==> config.mk <==
export PLATFORM = sky130hd
export DESIGN_NAME = bit_4_restoring_divider_flat
export DESIGN_NICKNAME = d
export VERILOG_FILES = /design/src/rtl/bit_4_restoring_divider_if.sv /design/src/rtl/bit_4_restoring_divider.sv /design/src/flat_wrapper.sv
export SDC_FILE = /design/constraint.sdc
export NUM_CORES = 1
export LEC_CHECK = 0
export ABC_AREA = 1
export BUFFER_PORTS_ARGS = -buffer_cell sky130_fd_sc_hd__buf_2
export CORE_MARGIN = 2
export CORE_UTILIZATION = 45
export CTS_BUF_LIST = sky130_fd_sc_hd__clkbuf_2
export DETAILED_ROUTE_END_ITERATION = 12
export HOLD_SLACK_MARGIN = 0.02
export MAX_ROUTING_LAYER = met4
export PLACE_DENSITY_LB_ADDON = 0.25
export SLEW_MARGIN = 20
export SYNTH_ARGS = -nofsm -noshare
export SYNTH_HDL_FRONTEND = slang
export SYNTH_SLANG_ARGS = --single-unit
==> constraint.sdc <==
create_clock -name clk -period 3.5 [get_ports clk]
set_clock_uncertainty 0.15 [all_clocks]
set_input_delay 0.175 -clock clk [delete_from_list [all_inputs] [get_ports clk]]
set_output_delay 0.175 -clock clk [all_outputs]
set_load 0.005 [all_outputs]
==> src/rtl/bit_4_restoring_divider_if.sv <==
// Operand/result bundle for the 4-bit restoring divider.
// The master drives the operands and start; the slave (the divider) returns the results.
interface bit_4_restoring_divider_if;
  logic       start;
  logic [3:0] dividend;
  logic [3:0] divisor;
  logic [3:0] quotient;
  logic [3:0] remainder;
  logic       busy;
  logic       done;
  logic       div_by_zero;

  modport master (
    output start, dividend, divisor,
    input  quotient, remainder, busy, done, div_by_zero
  );

  modport slave (
    input  start, dividend, divisor,
    output quotient, remainder, busy, done, div_by_zero
  );
endinterface

==> src/rtl/bit_4_restoring_divider.sv <==
// 4-bit unsigned restoring divider: one quotient bit per RUN cycle, then a one-cycle DONE pulse.
// A zero divisor skips RUN and reports quotient=F, remainder=dividend and div_by_zero.
module bit_4_restoring_divider (
  input  logic                      clk,
  input  logic                      rst_n,
  bit_4_restoring_divider_if.slave  bus
);

  typedef enum logic [1:0] {IDLE, RUN, DONE} state_t;

  state_t     r_state;
  logic [4:0] r_a;
  logic [3:0] r_q;
  logic [3:0] r_m;
  logic [2:0] r_cnt;
  logic [3:0] r_quotient;
  logic [3:0] r_remainder;
  logic       r_busy;
  logic       r_done;
  logic       r_dbz;

  logic [8:0] w_aq_shift;
  logic [4:0] w_trial;
  logic [4:0] w_a_next;
  logic [3:0] w_q_next;

  // The 5-bit trial keeps the borrow in bit 4, which decides restore vs. accept.
  assign w_aq_shift = {r_a, r_q} << 1;
  assign w_trial    = w_aq_shift[8:4] - {1'b0, r_m};
  assign w_a_next   = w_trial[4] ? w_aq_shift[8:4] : w_trial;
  assign w_q_next   = {w_aq_shift[3:1], ~w_trial[4]};

  always_ff @(posedge clk) begin
    if (!rst_n) begin
      r_state     <= IDLE;
      r_a         <= 5'd0;
      r_q         <= 4'd0;
      r_m         <= 4'd0;
      r_cnt       <= 3'd0;
      r_quotient  <= 4'd0;
      r_remainder <= 4'd0;
      r_busy      <= 1'b0;
      r_done      <= 1'b0;
      r_dbz       <= 1'b0;
    end else begin
      case (r_state)
        IDLE: begin
          r_done <= 1'b0;
          if (bus.start) begin
            r_q    <= bus.dividend;
            r_m    <= bus.divisor;
            r_a    <= 5'd0;
            r_cnt  <= 3'd4;
            r_busy <= 1'b1;
            if (bus.divisor == 4'd0) begin
              r_state     <= DONE;
              r_done      <= 1'b1;
              r_quotient  <= 4'hF;
              r_remainder <= bus.dividend;
              r_dbz       <= 1'b1;
            end else begin
              r_state <= RUN;
            end
          end
        end
        RUN: begin
          r_a   <= w_a_next;
          r_q   <= w_q_next;
          r_cnt <= r_cnt - 3'd1;
          // Results are published on the same edge as the final step.
          if (r_cnt == 3'd1) begin
            r_state     <= DONE;
            r_done      <= 1'b1;
            r_quotient  <= w_q_next;
            r_remainder <= w_a_next[3:0];
            r_dbz       <= 1'b0;
          end
        end
        DONE: begin
          r_state <= IDLE;
          r_busy  <= 1'b0;
          r_done  <= 1'b0;
        end
        default: begin
          r_state <= IDLE;
          r_busy  <= 1'b0;
          r_done  <= 1'b0;
        end
      endcase
    end
  end

  assign bus.quotient    = r_quotient;
  assign bus.remainder   = r_remainder;
  assign bus.busy        = r_busy;
  assign bus.done        = r_done;
  assign bus.div_by_zero = r_dbz;

endmodule

==> src/flat_wrapper.sv <==
// flat-port wrapper written by rule: the top's interface ports become plain ports
module bit_4_restoring_divider_flat 
  (clk, rst_n, bus_start, bus_dividend, bus_divisor, bus_quotient, bus_remainder, bus_busy, bus_done, bus_div_by_zero);
  bit_4_restoring_divider_if bus_i ();
  input  logic clk;
  input  logic rst_n;
  input wire logic [$bits(bus_i.start)-1:0] bus_start;
  input wire logic [$bits(bus_i.dividend)-1:0] bus_dividend;
  input wire logic [$bits(bus_i.divisor)-1:0] bus_divisor;
  output wire logic [$bits(bus_i.quotient)-1:0] bus_quotient;
  output wire logic [$bits(bus_i.remainder)-1:0] bus_remainder;
  output wire logic [$bits(bus_i.busy)-1:0] bus_busy;
  output wire logic [$bits(bus_i.done)-1:0] bus_done;
  output wire logic [$bits(bus_i.div_by_zero)-1:0] bus_div_by_zero;
  assign bus_i.start = bus_start;
  assign bus_i.dividend = bus_dividend;
  assign bus_i.divisor = bus_divisor;
  assign bus_quotient = bus_i.quotient;
  assign bus_remainder = bus_i.remainder;
  assign bus_busy = bus_i.busy;
  assign bus_done = bus_i.done;
  assign bus_div_by_zero = bus_i.div_by_zero;
  bit_4_restoring_divider u_core (.clk(clk), .rst_n(rst_n), .bus(bus_i));
endmodule
==> Yosys cells after proc, flatten, opt, wreduce, memory -nomap -nowiden <==
Index checks and enable logic that the tools add are counted.
{ "totals": {"reg_bits": 28, "latchBits": 0, "ram_bits": 0, "rom_bits": 0, "input_bits": 11, "elab_cells": 56, "memories": 0} }
{ "op_classes": {"addsub": 2, "multipliers": 0, "n_div": 0, "n_lt_le_gt_ge": 0, "n_eq_ne": 5, "shift": 0, "mux": 29, "bitwise": 2, "n_reduce_logical": 8} }
{ "ops": {"columns": ["operator", "n"], "rows": [
  ["two-way mux 4 bit", 9],
  ["one-hot mux 4 bit (2 select lines)", 4],
  ["AND reduction 2 bit", 4],
  ["two-way mux 1 bit", 7],
  ["two-way mux 2 bit", 3],
  ["one-hot mux 1 bit (2 select lines)", 3],
  ["one-hot mux 3 bit (2 select lines)", 1],
  ["subtractor 5 x 4 -> 5 bit", 1],
  ["logical NOT 4 bit", 1],
  ["!= test 2 x 1 -> 1 bit (second input constant)", 2],
  ["one-hot mux 2 bit (2 select lines)", 1],
  ["AND reduction 4 bit", 1],
  ["equality test 3 x 1 -> 1 bit (second input constant)", 1],
  ["two-way mux 3 bit", 1],
  ["subtractor 3 x 1 -> 3 bit (second input constant)", 1],
  ["equality test 2 x 1 -> 1 bit (second input constant)", 1],
  ["logical NOT 2 bit", 1],
  ["!= test 2 bit (second input constant)", 1],
  ["NOT 1 bit", 2],
  ["nonzero test 2 bit", 1]
]} }

==> Longest topological paths before layout <==
{ "depth": {"ltp_word": 4, "ltp_mapped": 12, "mapped_depth_nobuf": 12} }

==> Worst setup path before layout <==
Ideal clock, no wire load.
{ "synth_timing": {"kind": "register -> register", "startpoint": "reg u_core.r_q[3]", "endpoint": "reg u_core.r_a[3]", "setup_ps": 110, "arrival_ps": 1524, "t_required_ps": 3240, "slack_ps": 1716, "path_stages_with_launch": 12, "period_less_slack_ps": 1784, "path_cell_list": "dfxtp_1 inv_1 ha_1 fa_1 inv_1 nand3_1 nand3_1 nand2_1 nand3_1 nand3_1 nand2_1 inv_1"} }
{ "synth_between": {"elab_chain_cells": 3} }
{ "synth_rtl": {"columns": ["item", "line_no", "rtl"], "rows": [
  ["start: declaration", "bit_4_restoring_divider.sv:13", "logic [3:0] r_q;"],
  ["start signal: assignment", "bit_4_restoring_divider.sv:50", "r_q <= bus.dividend;"],
  ["start signal: assignment", "bit_4_restoring_divider.sv:68", "r_q <= w_q_next;"],
  ["subtractor 5 x 4 -> 5 bit", "bit_4_restoring_divider.sv:29", "assign w_trial = w_aq_shift[8:4] - {1'b0, r_m};"],
  ["two-way mux 4 bit", "bit_4_restoring_divider.sv:30", "assign w_a_next = w_trial[4] ? w_aq_shift[8:4] : w_trial;"],
  ["one-hot mux 4 bit (2 select lines)", "bit_4_restoring_divider.sv:46", "case (r_state)"],
  ["end signal: assignment", "bit_4_restoring_divider.sv:67", "r_a <= w_a_next;"],
  ["end: declaration", "bit_4_restoring_divider.sv:12", "logic [4:0] r_a;"]
]} }
Every way passes these cells.
A chain may end at the register's enable or synchronous reset.

==> Worst setup path in the final report <==
{ "layout_timing": {"startpoint": "reg u_core.r_q[3]", "endpoint": "reg u_core.r_remainder[3] (netlist: u_core.bus.remainder[3])"} }
{ "layout_between": {"elab_chain_cells": 4} }
{ "layout_rtl": {"columns": ["item", "line_no", "rtl"], "rows": [
  ["subtractor 5 x 4 -> 5 bit", "bit_4_restoring_divider.sv:29", null],
  ["two-way mux 4 bit", "bit_4_restoring_divider.sv:30", null],
  ["two-way mux 4 bit", "bit_4_restoring_divider.sv:71", "if (r_cnt == 3'd1) begin"],
  ["one-hot mux 4 bit (2 select lines)", "bit_4_restoring_divider.sv:46", null],
  ["end signal: assignment", "bit_4_restoring_divider.sv:59", "r_remainder <= bus.dividend;"],
  ["end signal: assignment", "bit_4_restoring_divider.sv:75", "r_remainder <= w_a_next[3:0];"],
  ["end: declaration", "bit_4_restoring_divider.sv:17", "logic [3:0] r_remainder;"]
]} }
Every way passes these cells. The select of a mux whose other input is x is not followed.

==> results.sh <==
export IMPL_min_period_over_period_pct=58.3
export IMPL_synth_seq_cells=28
export IMPL_dieArea_um2=3770
export IMPL_rr_endpoint="u_core.bus.remainder[3]$_SDFFE_PN0P_"
export IMPL_via_per_inst=4.76
export IMPL_synth_top_area_cell="dfxtp_1"
export IMPL_sequentialPowerShare_pct=52.3
export IMPL_slew_headroom_pct=60.4
export IMPL_rrSetupSlack_ns=1.46
export IMPL_wl_met2_mm=1.57
export IMPL_ios=22
export IMPL_clkTransAtPathRegs_ns=0.27
export IMPL_p_total_uw=716
export IMPL_worst_pin_slew_ns=0.594
export IMPL_areaGrowthSynthToFinish_pct=15.7
export IMPL_io_buffer_count=21
export IMPL_grt_pass1_vias=1313
export IMPL_grt_pass1_wl_mm=5.58
export IMPL_routed_wl_mm=3.20
export IMPL_power_switching_uw=252
export IMPL_endpoint_kind="flop"
export IMPL_synth_cell_types=28
export IMPL_finalSetupViolCount=0
export IMPL_min_to="u_core.bus.busy$_SDFFE_PN0P_"
export IMPL_p_sw_share_pct=35.1
export IMPL_critical_path_required_ns=3.69
export IMPL_grt_usage_pct=20.3
export IMPL_place_hpwl_mm=2.22
export IMPL_n_antenna_cell=0
export IMPL_ir_drop_mv=0.230
export IMPL_ctsResizeCount=0
export IMPL_synth_cells=205
export IMPL_syn_avg_cell_area_um2=7.23
export IMPL_drt_iter0_markers=36
export IMPL_cts_buffer_depth=2
export IMPL_final_nets=254
export IMPL_drt_wirelength_per_cell_um=11.5
export IMPL_die_w_um=61.4
export IMPL_clkLatencyLatePin_ns=0.36
export IMPL_worstRegToRegCells=12
export IMPL_drc=0
export IMPL_coreArea_um2=3100
export IMPL_mostFrequentLayoutCells="inv_1, nand2_1, dfxtp_1"
export IMPL_place_congestion=0.805
export IMPL_r2r_start="u_core.r_q[3]$_SDFFE_PN0P_"
export IMPL_min_from="bus_start"
export IMPL_die_h_um=61.4
export IMPL_num_rows=20
export IMPL_arrival_ns=2.23
export IMPL_stdcell_area_um2=1720
export IMPL_cts_sinks=28
export IMPL_yosysWarningCount=0
export IMPL_intPower_uw=465
export IMPL_wl_met3_um=84
export IMPL_drive_gt1_share_pct=16.6
export IMPL_dr_pass1_iters=4
export IMPL_placed_area_um2=1590
export IMPL_p_leak_nw=0.834
export IMPL_rsz0062_at_grt="false"
export IMPL_final_common_cell="inv_1"
export IMPL_syn_nets=223
export IMPL_yosysTopAreaCellShare_pct=37.8
export IMPL_p_clk_share_pct=16.7
export IMPL_fmax_ghz=0.490
export IMPL_maxCapViolations=0
export IMPL_synth_area_um2=1480
export IMPL_antenna_found_initial=0
export IMPL_pre_cts_ws_ns=1.51
export IMPL_grt_max_degree=23
export IMPL_criticalPathCategory="flop to flop"
export IMPL_postRouteAntennaNets=0
export IMPL_wl_met1_mm=1.49
export IMPL_finalHoldViolCount=0
export IMPL_overflow=0
export IMPL_vias=1328
export IMPL_ys_seq_area_share_pct=37.8
export IMPL_cts_tree="built"
export IMPL_setup_ws_ns=1.46
export IMPL_top_layer_used="met4"
export IMPL_power_frac_comb_pct=31.0
export IMPL_drv_slew=0
export IMPL_crit_fanout=5
export IMPL_fin_crit_ns=2.04
export IMPL_cts_root_buffer="clkbuf_2"
export IMPL_p_per_area_nw_per_um2=418
export IMPL_hold_depth=3
export IMPL_cts_buffers=3
export IMPL_start_kind="flop"
export IMPL_worstHoldPathType="input pin to flop"
export IMPL_ys_top_cells_by_area="dfxtp_1, inv_1, nand2_1"
export IMPL_initial_core_util_pct=47.8
export IMPL_h_tree_depth=1
export IMPL_status="finished, final reports clean"
export IMPL_setup_tns_ns=0
==> state kept, by name (all words and copies together) (netlist names) <==
| name | cells |
|---|---|
| u_core.bus.busy | 1 |
| u_core.bus.div_by_zero | 1 |
| u_core.bus.done | 1 |
| u_core.bus.quotient | 4 |
| u_core.bus.remainder | 4 |
| u_core.r_a | 4 |
| u_core.r_cnt | 3 |
| u_core.r_m | 4 |
| u_core.r_q | 4 |
| u_core.r_state | 2 |
==> worst max-delay path: stages (launching register included) <==
cell and delay (ns):
dfxtp_1 0.40, inv_1 0.06, ha_1 0.20, fa_1 0.40
inv_1 0.09, nand2_1 0.06, nand2_1 0.07, nand3_1 0.08
nand2_1 0.16, nand3_1 0.12, nand3_1 0.12, nand2_1 0.06
inv_1 0.05
==> per-stage QoR <==
step | instances | utilization (%) | hold WS [ns]
2_1_floorplan | 205 | - | 0.163
3_5_place_dp | 264 | 51.1 | 0.287
5_1_grt | 279 | 55.3 | 0.151
4_1_cts | 278 | 55.0 | 0.0214
6_report | 279 | 55.3 | 0.113
3_3_place_gp | 264 | 51.1 | 0.288
==> logic make-up after synthesis <==
group	count (synthesis)	share of synthesized area, %
compound gates	37	13.8
simple gates	85	27.1
xor+xnor	1	0.591
buf+inv	47	14.3
flops	28	37.8
fa+ha+maj	7	6.41
==> layout make-up <==
class / instances / area, um^2
clock inverter: 1 / 3.75
fill: 319 / 1390
timing repair buffer: 32 / 215
tap: 44 / 55.1
multi-input combinational: 130 / 709
clock buffer: 3 / 15.0
sequential: 28 / 561
inverter: 41 / 156
==> routing by layer <==
layer | GRT usage, % | vias to the layer above
met4 | 6.69 | 0
met2 | 34.3 | 23
met5 | - | -
li1 | - | 705
met3 | 2.10 | 6
met1 | 25.4 | 594
==> synth_stat cells (all sizes together) <==
cell type / instances
inv: 40
nand2: 36
dfxtp: 28
nand3: 27
a21oi: 23
nor2: 21
o21ai: 12
ha: 6
buf: 5
a221oi: 1
a31oi: 1
clkbuf: 1
clkinv: 1
fa: 1
nor3: 1
xnor2: 1
==> how the worst max path moves through the flow <==
stage | from | to | slack (ns) | cells after the start
after global routing | u_core.r_q[3]$_SDFFE_PN0P_ | u_core.bus.remainder[2]$_SDFFE_PN0P_ | 1.25 | 12
after global placement | u_core.r_q[3]$_SDFFE_PN0P_ | u_core.bus.remainder[1]$_SDFFE_PN0P_ | 1.57 | 12
after detailed placement | u_core.r_q[3]$_SDFFE_PN0P_ | u_core.bus.quotient[0]$_SDFFE_PN0P_ | 1.51 | 11
after floorplan | u_core.r_q[3]$_SDFFE_PN0P_ | u_core.r_a[3]$_SDFFE_PN0P_ | 1.72 | 11
final | u_core.r_q[3]$_SDFFE_PN0P_ | u_core.bus.remainder[3]$_SDFFE_PN0P_ | 1.46 | 12
after CTS | u_core.r_q[3]$_SDFFE_PN0P_ | u_core.bus.remainder[3]$_SDFFE_PN0P_ | 1.47 | 12
==> power by group through the flow <==
stage,clock network (mW),logic (mW),registers (mW)
after floorplan,0,0.168,0.378
after global placement,0,0.208,0.380
after detailed placement,0,0.211,0.381
after CTS,0.123,0.222,0.375
after global routing,0.131,0.256,0.380
final,0.120,0.222,0.375
==> repair_timing <==
| action | in CTS | in global routing |
|---|---|---|
| endpoints found under the hold margin | 13 | 1 |
| buffers inserted | 0 | 0 |
| hold buffers | 10 | 1 |
No activity file was read; power rests on OpenSTA's default activity.
